<file path="src/rtl/keypad_pkg.sv">
// Shared types and constants for the 4x4 keypad scanner.
package keypad_pkg;

  typedef enum logic [1:0] {SCAN, DEB_PRESS, PRESSED, DEB_REL} state_e;

  localparam int ROWS = 4;
  localparam int COLS = 4;

  // All lines high: no row driven / no column pulled low.
  localparam logic [3:0] ROW_IDLE = 4'b1111;

  // Lowest-index active-low column wins when several are down.
  function automatic logic [1:0] first_low(input logic [COLS-1:0] col);
    logic [1:0] idx;
    idx = 2'd0;
    for (int i = COLS - 1; i >= 0; i--)
      if (!col[i]) idx = 2'(i);
    return idx;
  endfunction

endpackage

</file>
<file path="src/rtl/scan_tick_gen.sv">
// Free-running divider: one-cycle tick every SCAN_DIV clkin cycles.
module scan_tick_gen #(
  parameter int SCAN_DIV = 50000
) (
  input  logic clkin,
  input  logic reset,
  output logic tick
);

  localparam int W = (SCAN_DIV > 2) ? $clog2(SCAN_DIV) : 1;

  logic [W-1:0] div_cnt_q, div_cnt_d;

  // Tick on the terminal count, then wrap to zero.
  always_comb begin
    tick      = (div_cnt_q == W'(SCAN_DIV - 1));
    div_cnt_d = tick ? '0 : div_cnt_q + W'(1);
  end

  // Divider register.
  always_ff @(posedge clkin) begin
    if (reset) div_cnt_q <= '0;
    else       div_cnt_q <= div_cnt_d;
  end

endmodule

</file>
<file path="src/rtl/keypad_scan4x4.sv">
// 4x4 matrix keypad scanner with press/release debounce and a 32-bit
// digit shift register feeding the 7-segment display driver.
// Optional: define KEYPAD_CLR_KEY_EN to make key F clear data_out.
module keypad_scan4x4
  import keypad_pkg::*;
#(
  parameter int SCAN_DIV       = 50000,
  parameter int DEBOUNCE_TICKS = 16
) (
  input  logic        clkin,
  input  logic        reset,
  input  logic [3:0]  col_in,
  output logic [3:0]  row_out,
  output logic [3:0]  key_code,
  output logic        key_valid,
  output logic        key_held,
  output logic [31:0] data_out
);

  localparam int DW = (DEBOUNCE_TICKS > 2) ? $clog2(DEBOUNCE_TICKS) : 1;
  localparam logic [DW-1:0] DEB_LAST = DW'(DEBOUNCE_TICKS - 1);

  logic          tick;
  logic [3:0]    sync1_q, col_s_q;
  state_e        state_q, state_d;
  logic [1:0]    row_q, row_d, col_q, col_d;
  logic [DW-1:0] deb_cnt_q, deb_cnt_d;
  logic [3:0]    key_code_q, key_code_d;
  logic          key_valid_q, key_valid_d;
  logic          key_held_q, key_held_d;
  logic [31:0]   data_q, data_d;
  logic          col_low;
  logic [3:0]    code;

  scan_tick_gen #(.SCAN_DIV(SCAN_DIV)) u_tick (
    .clkin (clkin),
    .reset (reset),
    .tick  (tick)
  );

  // Two-flop synchroniser on the asynchronous column inputs.
  always_ff @(posedge clkin) begin
    if (reset) begin
      sync1_q <= ROW_IDLE;
      col_s_q <= ROW_IDLE;
    end else begin
      sync1_q <= col_in;
      col_s_q <= sync1_q;
    end
  end

  // Scan/debounce next-state logic; only acts on scan ticks.
  always_comb begin
    state_d     = state_q;
    row_d       = row_q;
    col_d       = col_q;
    deb_cnt_d   = deb_cnt_q;
    key_code_d  = key_code_q;
    key_valid_d = 1'b0;
    data_d      = data_q;
    col_low     = !col_s_q[col_q];
    code        = {row_q, col_q};
    if (tick) begin
      unique case (state_q)
        SCAN: begin
          if (col_s_q != ROW_IDLE) begin
            col_d     = first_low(col_s_q);
            deb_cnt_d = '0;
            state_d   = DEB_PRESS;
          end else begin
            row_d = row_q + 2'd1;
          end
        end
        DEB_PRESS: begin
          if (!col_low) begin
            state_d = SCAN;
          end else if (deb_cnt_q == DEB_LAST) begin
            state_d     = PRESSED;
            key_valid_d = 1'b1;
            key_code_d  = code;
`ifdef KEYPAD_CLR_KEY_EN
            data_d = (code == 4'hF) ? 32'h0 : {data_q[27:0], code};
`else
            data_d = {data_q[27:0], code};
`endif
          end else begin
            deb_cnt_d = deb_cnt_q + DW'(1);
          end
        end
        PRESSED: begin
          if (!col_low) begin
            deb_cnt_d = '0;
            state_d   = DEB_REL;
          end
        end
        DEB_REL: begin
          if (col_low) begin
            state_d = PRESSED;
          end else if (deb_cnt_q == DEB_LAST) begin
            state_d = SCAN;
            row_d   = row_q + 2'd1;
          end else begin
            deb_cnt_d = deb_cnt_q + DW'(1);
          end
        end
        default: state_d = SCAN;
      endcase
    end
    key_held_d = (state_d == PRESSED) || (state_d == DEB_REL);
  end

  // FSM and registered outputs.
  always_ff @(posedge clkin) begin
    if (reset) begin
      state_q     <= SCAN;
      row_q       <= 2'd0;
      col_q       <= 2'd0;
      deb_cnt_q   <= '0;
      key_code_q  <= 4'h0;
      key_valid_q <= 1'b0;
      key_held_q  <= 1'b0;
      data_q      <= 32'h0;
    end else begin
      state_q     <= state_d;
      row_q       <= row_d;
      col_q       <= col_d;
      deb_cnt_q   <= deb_cnt_d;
      key_code_q  <= key_code_d;
      key_valid_q <= key_valid_d;
      key_held_q  <= key_held_d;
      data_q      <= data_d;
    end
  end

  // One active-low row line per scanned row.
  always_comb row_out = ~(4'b0001 << row_q);

  assign key_code  = key_code_q;
  assign key_valid = key_valid_q;
  assign key_held  = key_held_q;
  assign data_out  = data_q;

endmodule

</file>
<file path="config.mk">
export PLATFORM = sky130hd
export DESIGN_NAME = keypad_scan4x4
export DESIGN_NICKNAME = d
export VERILOG_FILES = /design/src/rtl/keypad_pkg.sv /design/src/rtl/scan_tick_gen.sv /design/src/rtl/keypad_scan4x4.sv
export SDC_FILE = /design/constraint.sdc
export NUM_CORES = 1
export LEC_CHECK = 0
export CORE_MARGIN = 4
export CORE_UTILIZATION = 48
export DETAILED_ROUTE_END_ITERATION = 8
export PLACE_DENSITY_LB_ADDON = 0.15
export SLEW_MARGIN = 40
export SYNTH_ARGS = -nofsm -noshare
export SYNTH_HDL_FRONTEND = slang
export SYNTH_SLANG_ARGS = --single-unit
</file>
<file path="constraint.sdc">
create_clock -name clkin -period 1.9 [get_ports clkin]
set_input_delay 0.285 -clock clkin [delete_from_list [all_inputs] [get_ports clkin]]
set_output_delay 0.285 -clock clkin [all_outputs]
set_load 0.02 [all_outputs]
</file>
Word-level counts from Yosys, hierarchy flattened:

Cells that the tools add are included.

* equality and inequality tests: 14
* magnitude comparators: 1
* bitwise logic cells: 4
* reduce and logical (&&, ||, !) cells: 9
* shifts and indexed selects: 1
* add/sub/neg operators: 3
* muxes and demuxes: 25

Operator list (count)
* 2-to-1 mux 2 bit: 14
* 2-to-1 mux 4 bit: 5
* adder 16 x 1 -> 16 bit (second input constant): 1
* equality test 16 bit (second input constant): 1
* one-hot mux 4 bit (4 select lines): 1
* != test 2 bit (second input constant): 6
* AND reduction 5 bit: 2
* equality test 2 bit (second input constant): 4
* one-hot mux 2 bit (4 select lines): 1
* adder 4 x 1 -> 4 bit (second input constant): 1
* equality test 4 bit (second input constant): 1
* != test 4 bit (second input constant): 1
* NOT 4 bit: 1
* one-hot mux 2 bit (2 select lines): 1
* AND reduction 4 bit: 1
* OR reduction 4 bit: 1
* << shifter 1 x 2 -> 4 bit (first input constant): 1
* < comparator 2 x 3 -> 1 bit (second input constant): 1
* NOT 1 bit: 3
* AND reduction 3 bit: 1
* adder 2 x 1 -> 2 bit (second input constant): 1
* binary-select mux 1 bit (select 2 bit): 1
* equality test 2 x 1 -> 1 bit (second input constant): 1
* zero test 2 bit: 1
* other kinds (4): 5

* logic and storage cells: 68
* output and inout bits: 42
* register bits after elaboration: 72
* input port bits: 6

Longest topological paths before layout:

Gate-level depths: netlist of the first run.

* depth in word-level cells: 7
* mapped depth: 8
* mapped depth without buffers: 6

By module:

From an unflattened synthesis of the first run, not the netlist that was laid out.

* cell total of the unflattened synthesis: 328
* area total of the unflattened synthesis: 2826.5 um2

By module, submodules not included
* keypad_scan4x4: cells each 246, area each 2085.8 um2, seq. area each 1041.0 um2, instances 1
* scan_tick_gen: cells each 82, area each 740.7 um2, seq. area each 320.3 um2, instances 1

Worst setup path before layout of the first run:

No wires, ideal clock.

* path kind: register to register
* from: reg col_q[0]
* to: reg data_q[10], in the netlist data_out[10]
* arrival: 1.857 ns
* cell stages (with the launch flop): 8
* setup slack: -0.101 ns
* required time: 1.757 ns
* cells stage by stage: dfxtp_1 > mux4_2 > buf_6 > or4_4 > buf_6 > buf_12 > nand2_2 > a21oi_2

* word-level cells in the longest chain between the ends: 4

Ends and longest elaborated chain
* from (decl): RTL line keypad_scan4x4.sv:26 `logic [1:0] row_q, row_d, col_q, col_d;`
* from (signal assigned): RTL line keypad_scan4x4.sv:126 `col_q <= col_d;`
* binary-select mux 1 bit (select 2 bit): RTL line keypad_scan4x4.sv:61 `col_low = !col_s_q[col_q];`
* 2-to-1 mux 1 bit (not written as such): RTL line keypad_scan4x4.sv:61
* NOT 1 bit (no source line)
* AND reduction 4 bit (no source line)
* to (signal assigned): RTL line keypad_scan4x4.sv:131 `data_q <= data_d;`
* to (decl): RTL line keypad_scan4x4.sv:31 `logic [31:0] data_q, data_d;`

No other way between the ends. The select of a mux whose other input is x is not followed.
A chain may end at the register's enable or synchronous reset.

Worst setup path after layout of the first run:

* from: reg col_q[0]
* to: reg key_code_q[0], in the netlist key_code[0]

* word-level cells in the longest chain between the ends: 4

Ends and longest elaborated chain
* binary-select mux 1 bit (select 2 bit): RTL line keypad_scan4x4.sv:61
* 2-to-1 mux 1 bit (not written as such): RTL line keypad_scan4x4.sv:61
* NOT 1 bit (no source line)
* AND reduction 4 bit (no source line)
* to (signal assigned): RTL line keypad_scan4x4.sv:128 `key_code_q <= key_code_d;`
* to (decl): RTL line keypad_scan4x4.sv:28 `logic [3:0] key_code_q, key_code_d;`

Several ways; a longest one is shown, not always the timed one. The select of a mux whose other input is x is not followed.

==> qor.yml, run 1 <==
synth_top_flop_cell: "dfxtp_1"
nNetsFinal: 405
worstHoldPathType: "in2reg"
ant_nets: 0
maxCapViolCount: 0
h-tree-depth: 3
yosysWarnings: 0
fin_worst_skew_ns: 0.00908
crit_path_cell_trace: "mux4_2 -> or4_4 -> buf_12 -> nand2_2 -> a21oi_2"
required_ns: 2.11
worstMarginPinSlew_ns: 0.417
ios: 48
initial_core_util_pct: 49.8
ir_worst_vdd_mv: 0.499
drive_above_1_share_pct: 33.4
wl_per_cell_um: 12.9
path_delay_family: "simple AND/OR/NAND/NOR gates"
slew_headroom_pct: 72.0
max_stage_delay_ns: 0.57
clock-root-buffer: "clkbuf_8"
grt_pass1_wl_mm: 9.48
critPathBufInv: 1
die_h_um: 86.6
clk_pin_slew_ns: 0.08
drc: 0
crit_path_end_kind: "flip-flop"
clkSinkCount: 68
syn_area_um2: 2970
cts-hold-fix-buffers: 0
viasPerCell: 4.95
drt_iter0_drc: 100
wirelength_mm: 6.10
crit_type: "reg2reg"
portBuffers: 47
core_area_um2: 5960
antenna_found_initial: 0
ys_types: 39
grt_max_degree: 34
dp_hpwl_mm: 3.94
seq_area_frac_synth_pct: 45.9
crit_fanout: 17
fin_crit_sh_pct: 101
die_area_um2: 7500
cpMaxStageDelayCell: "or4_4"
grt_pass1_vias: 2120
period_minus_slack_ns: 1.92
async_flop_share_pct: 0
timing.final.max_slew_violations: 0
status: "complete, but fails checks"
vias: 2343
finalHoldViolCount: 0
dpl_cell_area_um2: 3620
violations: "negative setup slack"
ys_ff_latch: 68
fmax_mhz: 522
synth_area_per_cell_um2: 9.16
critPathLaunchType: "flip-flop"
overflow: 0
synth_fp_nets: 336
dr.pass1.iters: 4
cts_buffers: 9
track_usage_pct: 15.8
synthCells: 324
cts.path.max_buffers: 2
stdcell_area_um2: 4030
power_leakage_nw: 1.37
synth_edf_count: 0
setup_tns_ns: -0.0544
syn_to_final_growth_pct: 35.7
antenna_cells: 0
die_w_um: 86.6
clk_latency_ns: 0.34
setup_viol: 13
crit_arrival_ns: 2.13
power_density_nw_per_um2: 675
gp_congestion: 0.786
rsz0062_at_grt: "yes"
worst_slack_ns: -0.0164
rows: 28
cts_tree: "yes"
## path summary, 6_finish.rpt
kind,start,to,slack (ns),depth (start not counted)
worst max-delay path,col_q[0],key_code[0],-0.02,5
worst min-delay path,reset,data_out[5],0.37,2
worst max register to register,col_q[0],key_code[0],-0.02,5
worst min register to register,sync1_q[3],col_s_q[3],0.41,1
## cells in the final DEF (no fill, tap or decap), types with 4 or more instances in the layout
master and count:
a21oi_1 7, a21oi_2 32, buf_12 5, buf_4 26
clkbuf_8 9, clkdlybuf4s50_1 43, dfxtp_1 66, ha_1 6
inv_1 12, nand2_1 40, nand2_2 15, nand2_4 15
nand2b_1 5, nand3_1 12, nand4_1 6, nor2_1 28
nor3_1 4, or2_2 9, xnor2_1 8, xor2_1 7
## per-stage QoR
step	power (W)	utilization, %	worst slack (ns)	std cells	hold slack, ns
final	0.00272	67.6	-0.0164	473	0.367
after global routing	0.00283	67.6	-0.0916	473	0.376
after CTS	0.00274	64.2	0.00833	468	0.361
after detailed placement	0.00157	60.7	0.00825	451	0.393
after global placement	0.00157	60.7	0.0146	451	0.391
after floorplan	0.00153	-	-0.0746	324	0.389
## kinds of logic after synthesis
logic type	after synthesis	share of synthesized area, %
AO/OA/AOI/OAI	49	12.6
XOR/XNOR	15	4.43
adder cells (fa/ha/maj)	6	2.53
buffers and inverters	35	7.25
flip-flops	68	45.9
multiplexers	2	1.10
AND/OR/NAND/NOR	149	26.2
## what timing repair did
action	CTS	global route
pin swaps	0	27
resized for setup	3	29
setup buffers	1	2
setup endpoints to repair	6	36
gates cloned	0	3
## per-layer routing
layer  part of all wire (%)  global-route usage (%)
met1                     44                    18.9
met2                     50                    26.2
met3                    4.4                    3.90
met4                    1.3                    8.22
met5                      0                       0
## Yosys cell counts, types with 3 or more instances
library cell,number,area share [%]
buf_4,4,1.0
nand4_1,6,1.3
inv_1,12,1.5
and3_1,3,0.63
buf_2,4,0.67
clkbuf_1,10,1.3
buf_12,3,2.0
xnor2_1,8,2.4
nand2_1,41,5.2
nand2b_1,5,1.1
xor2_1,7,2.1
o22ai_1,3,0.63
nand2_2,29,6.1
nor3_1,4,0.67
a21oi_2,29,8.6
ha_1,6,2.5
dfxtp_1,68,46
a21oi_1,10,1.7
or2_2,10,2.1
nand3_1,12,2.0
nor2_1,28,3.5
## cell type report
class / instances / area, um^2
Fill cell: 481 / 1930
Multi-Input combinational cell: 221 / 1510
Sequential cell: 68 / 1360
Timing Repair Buffer: 81 / 818
Clock buffer: 9 / 124
Tap cell: 75 / 93.8
Clock inverter: 7 / 76.3
Inverter: 12 / 45.0
## report_power, final
| part | total (W) | internal (W) | switching [W] |
|---|---|---|---|
| combinational | 0.0000912 | 0.0000443 | 0.0000469 |
| sequential | 0.00145 | 0.00144 | 0.00000762 |
| clock | 0.00118 | 0.000612 | 0.000568 |
## flip-flops by register name, indices dropped and copies added (netlist names)
register,count
data_out,29
u_tick.div_cnt_q,16
col_s_q,4
deb_cnt_q,4
sync1_q,4
key_code,3
col_q,2
row_q,2
state_q,2
key_held,1
key_valid,1
Note: power is estimated with default switching activity, not from simulation.
==> inputs of run 2 (changes only) <==
--- a/config.mk
+++ b/config.mk
@@ -5,7 +5,7 @@
 export SDC_FILE = /design/constraint.sdc
 export NUM_CORES = 1
 export LEC_CHECK = 0
-export CORE_MARGIN = 4
+export CORE_MARGIN = 2
 export CORE_UTILIZATION = 48
 export DETAILED_ROUTE_END_ITERATION = 8
 export PLACE_DENSITY_LB_ADDON = 0.15
==> run 2 against run 1 <==
Effect of this change: the run still ends with negative setup slack left; critical endpoint is now key_code[1]; combinational power is 12% higher; die area decreased by 9.0%; global-route usage increased by 2.3 points; first-iteration DRC count decreased by 28%.
==> qor.yml, run 2 (synthesized netlist as in run 1, its figures left out) <==
status: "complete, but fails checks"
violations: "negative setup slack"
grt_pass1_wl_mm: 9.51
most-common-layout-cells: "dfxtp_1 (64), clkdlybuf4s50_1 (42), a21oi_2 (33), nand2_4 (30), buf_4 (30)"
maxCapViolCount: 0
setup_viol: 16
die_area_um2: 6830
clk_pin_slew_ns: 0.08
rows: 28
clk_latency_ns: 0.35
cts.path.max_buffers: 2
crit_type: "reg2reg"
initial_core_util_pct: 49.8
antenna_found_initial: 0
antenna_cells: 0
ant_nets: 0
power_leakage_nw: 1.72
crit_path_end_kind: "flip-flop"
period_minus_slack_ns: 1.94
die_h_um: 82.6
fmax_mhz: 515
drc: 0
vias: 2444
nNetsFinal: 414
largest_reg_flops: 29
fin_crit_sh_pct: 102
worstMarginPinSlew_ns: 0.536
wirelength_mm: 6.69
required_ns: 2.14
rsz0062_at_grt: "yes"
core_area_um2: 5960
ios: 48
worstHoldPathType: "in2reg"
critPathLaunchType: "flip-flop"
cts_tree: "yes"
pre_cts_slack_ns: 0.00119
dr.pass1.iters: 4
syn_to_final_growth_pct: 47.0
finalHoldViolCount: 0
grt_pass1_vias: 2155
ir_worst_vdd_mv: 0.551
cts_buffers: 9
setup_tns_ns: -0.157
holdWs_ns: 0.409
die_w_um: 82.6
timing.final.max_slew_violations: 0
drive_above_1_share_pct: 41.8
final_common_cell: "dfxtp_1"
clkSinkCount: 68
track_usage_pct: 18.1
grt_max_degree: 34
worst_slack_ns: -0.0417
nFillCells: 411
crit_fanout: 8
portBuffers: 47
h-tree-depth: 3
gp_congestion: 0.763
power_density_nw_per_um2: 695
slew_headroom_pct: 64.3
clock-root-buffer: "clkbuf_8"
dp_hpwl_mm: 3.90
overflow: 0
wl_per_cell_um: 13.9
crit_arrival_ns: 2.18
drt_iter0_drc: 72
fin_worst_skew_ns: 0.0138
viasPerCell: 5.07
run 2: cell types whose count changed in the layout (fill, tap and decap cells not counted), sizes merged:
cell,change
buf,+7
bufinv,+2
clkbuf,+2
clkdlybuf4s50,-1
clkinv,-3
dlymetal6s2s,+1
inv,+1
run 2: power breakdown:
group	total (W)	internal, W	leakage (nW)	switching [W]
combinational	0.000102	0.0000513	1.05	0.0000503
clock	0.00148	0.000881	0.116	0.000603
sequential	0.00145	0.00144	0.552	0.00000801
run 2: critical path: stages, from the launching register on:
cell and delay, ns:
dfxtp_2 0.35, ha_4 0.13, and3_4 0.19, nand4_1 0.16
or4_4 0.64, clkbuf_16 0.23, nand2_2 0.08, a21oi_2 0.05
run 2: repair_timing:
item | CTS | global route
setup endpoints to repair | 5 | 35
resized for setup | 5 | 74
buffers inserted | 4 | 2
hold buffers | 0 | 0
pin swaps | 2 | 54
cloned | 0 | 6
run 2: area by class of cell:
class / instances / area [um^2] / share of cell area (%)
Clock buffer: 9 / 124 / 2.84
Clock inverter: 7 / 123 / 2.81
Inverter: 12 / 45.0 / 1.03
Multi-Input combinational cell: 221 / 1680 / 38.4
Sequential cell: 68 / 1370 / 31.3
Tap cell: 75 / 93.8 / 2.15
Timing Repair Buffer: 90 / 933 / 21.4
run 2: through the flow:
stage,instance area (um^2),cells,util (%),total power [W]
finish,4360,482,73.2,0.00303
CTS,3920,474,65.8,0.00303
detailed placement,3640,454,61.1,0.00157
global route,4360,482,73.2,0.00314
floorplan,2970,324,-,0.00153
global placement,3640,454,61.1,0.00157
run 2: per-layer routing:
metal / track usage [%] / wire (um) / up-vias
li1: - / - / 1224
met1: 22.9 / 3140 / 1164
met2: 29.8 / 3270 / 46
met3: 3.91 / 187 / 10
met4: 7.70 / 90 / 0
met5: 0 / 0 / -
run 2: worst paths after layout:
check	slack, ns	end	start	cells after the start
worst min-delay path	0.41	data_out[9]	reset	2
worst max-delay path	-0.04	key_code[1]	u_tick.div_cnt_q[1]	7
worst max register to register	-0.04	key_code[1]	u_tick.div_cnt_q[1]	7
worst min register to register	0.41	col_s_q[1]	sync1_q[1]	1
==> inputs of run 3 (changes only) <==
--- a/config.mk
+++ b/config.mk
@@ -9,6 +9,7 @@
 export CORE_UTILIZATION = 48
 export DETAILED_ROUTE_END_ITERATION = 8
 export PLACE_DENSITY_LB_ADDON = 0.15
+export SETUP_SLACK_MARGIN = 0.15
 export SLEW_MARGIN = 40
 export SYNTH_ARGS = -nofsm -noshare
 export SYNTH_HDL_FRONTEND = slang
==> run 3 against run 2 <==
Effect of this change: the run still ends with negative setup slack left; core utilization decreased by 3.5 points; non-clock buffer count decreased by 1; clock power decreased by 12%; maximum frequency down 0.49%; critical path type unchanged; sequential share of layout area is 1.6 points higher; sequential power about the same; via count shrank 0.53%; hold slack worse by 0.034 ns; critical path depth shrank 1; register-to-register slack about the same; clock skew down 0.0035 ns.
==> qor.yml, run 3 (synthesized netlist as in run 1, its figures left out) <==
grt_pass1_wl_mm: 9.56
clkSinkCount: 68
final_common_cell: "dfxtp_1"
dp_hpwl_mm: 3.71
initial_core_util_pct: 49.8
whs_path_depth: 2
status: "complete, but fails checks"
nFillCells: 461
grt_max_degree: 34
critPathLaunchType: "flip-flop"
required_ns: 2.18
timing.final.max_slew_violations: 0
fmax_mhz: 512
clk_latency_ns: 0.34
min_from: "reset"
portBuffers: 47
fin_crit_sh_pct: 103
drt_iter0_drc: 80
clk_pin_slew_ns: 0.07
vias: 2431
fin_worst_skew_ns: 0.0103
period_minus_slack_ns: 1.95
worst_slack_ns: -0.0513
cts_tree: "yes"
crit_arrival_ns: 2.23
ant_nets: 0
placed_cells: 449
cts.path.max_buffers: 2
wl_per_cell_um: 13.2
power.total_w: 0.00285
dr.pass1.iters: 4
antenna_found_initial: 0
gp_congestion: 0.822
pre_cts_slack_ns: -0.0432
h-tree-depth: 3
setup_tns_ns: -0.728
r2r_cells: 6
clock-root-buffer: "clkbuf_8"
crit_type: "reg2reg"
cts_buffers: 9
maxCapViolCount: 0
drc: 0
power_density_nw_per_um2: 685
finalHoldViolCount: 0
ios: 48
crit_fanout: 5
violations: "negative setup slack"
nNetsFinal: 413
setup_viol: 32
holdWs_ns: 0.375
worstMarginPinSlew_ns: 0.456
die_h_um: 82.6
reg2reg_slack_ns: -0.05
wirelength_mm: 6.36
die_w_um: 82.6
worstHoldPathType: "in2reg"
min_to: "state_q[0]"
drive_above_1_share_pct: 39.4
core_area_um2: 5960
track_usage_pct: 18.5
reg2reg_to: "deb_cnt_q[1]"
power_leakage_nw: 1.63
r2r-start: "col_q[0]"
antenna_cells: 0
syn_to_final_growth_pct: 40.0
crit_path_end_kind: "flip-flop"
cts-hold-fix-buffers: 0
slew_headroom_pct: 69.6
grt_pass1_vias: 2129
most-common-layout-cells: "dfxtp_1 (64), nand2_2 (39), clkdlybuf4s50_1 (38), a21oi_2 (32), buf_4 (29)"
viasPerCell: 5.05
largest_reg_flops: 29
ir_worst_vdd_mv: 0.411
die_area_um2: 6830
rsz0062_at_grt: "yes"
overflow: 0
instances_no_fill: 481
rows: 28
-- run 3: layout make-up --
| cell class | instances | area, um^2 | area share (%) |
|---|---|---|---|
| Inverter | 12 | 45.0 | 1.08 |
| Clock buffer | 9 | 124 | 2.98 |
| Tap cell | 75 | 93.8 | 2.26 |
| Timing Repair Buffer | 89 | 923 | 22.2 |
| Sequential cell | 68 | 1370 | 32.9 |
| Clock inverter | 7 | 91.3 | 2.20 |
| Multi-Input combinational cell | 221 | 1510 | 36.4 |
-- run 3: metal layers --
layer | track usage, % | vias to the layer above | share of wire (%)
met3 | 4.57 | 8 | 4.0
met1 | 22.9 | 1153 | 46
met4 | 8.85 | 0 | 1.2
met5 | 0 | - | 0
li1 | - | 1214 | -
met2 | 30.2 | 56 | 48
-- run 3: how the worst max path moves through the flow --
stage | from | endpoint | cells past startpoint
finish | col_q[0] | deb_cnt_q[1] | 6
global route | u_tick.div_cnt_q[1] | data_out[4] | 10
CTS | col_q[0] | deb_cnt_q[1] | 6
detailed placement | col_q[0] | deb_cnt_q[1] | 6
global placement | col_q[0] | deb_cnt_q[1] | 6
floorplan | col_q[0] | data_out[10] | 7
-- run 3: report_power, final --
part / internal [W] / total [W] / switching (W)
Clock: 0.000734 / 0.00130 / 0.000562
Sequential: 0.00144 / 0.00144 / 0.00000642
Combinational: 0.0000536 / 0.000106 / 0.0000527
-- run 3: worst max-delay path, stage by stage, from the launching register on --
cell and delay, ns:
dfxtp_2 0.34, mux4_2 0.55, buf_12 0.16, o211ai_1 0.18, nand4b_1 0.26, or2_4 0.31
a21oi_2 0.10
-- run 3: per-stage QoR --
step | util, % | cell area [um^2]
after global placement | 60.8 | 3620
after CTS | 67.3 | 4010
after global routing | 69.7 | 4150
after floorplan | - | 2980
after detailed placement | 60.8 | 3620
final | 69.7 | 4150
-- run 3: timing repair --
| action | CTS | global route |
|---|---|---|
| gates cloned | 2 | 2 |
| buffers inserted | 8 | 4 |
| resized for setup | 28 | 24 |
| pin swaps | 12 | 17 |
| setup endpoints to repair | 41 | 45 |
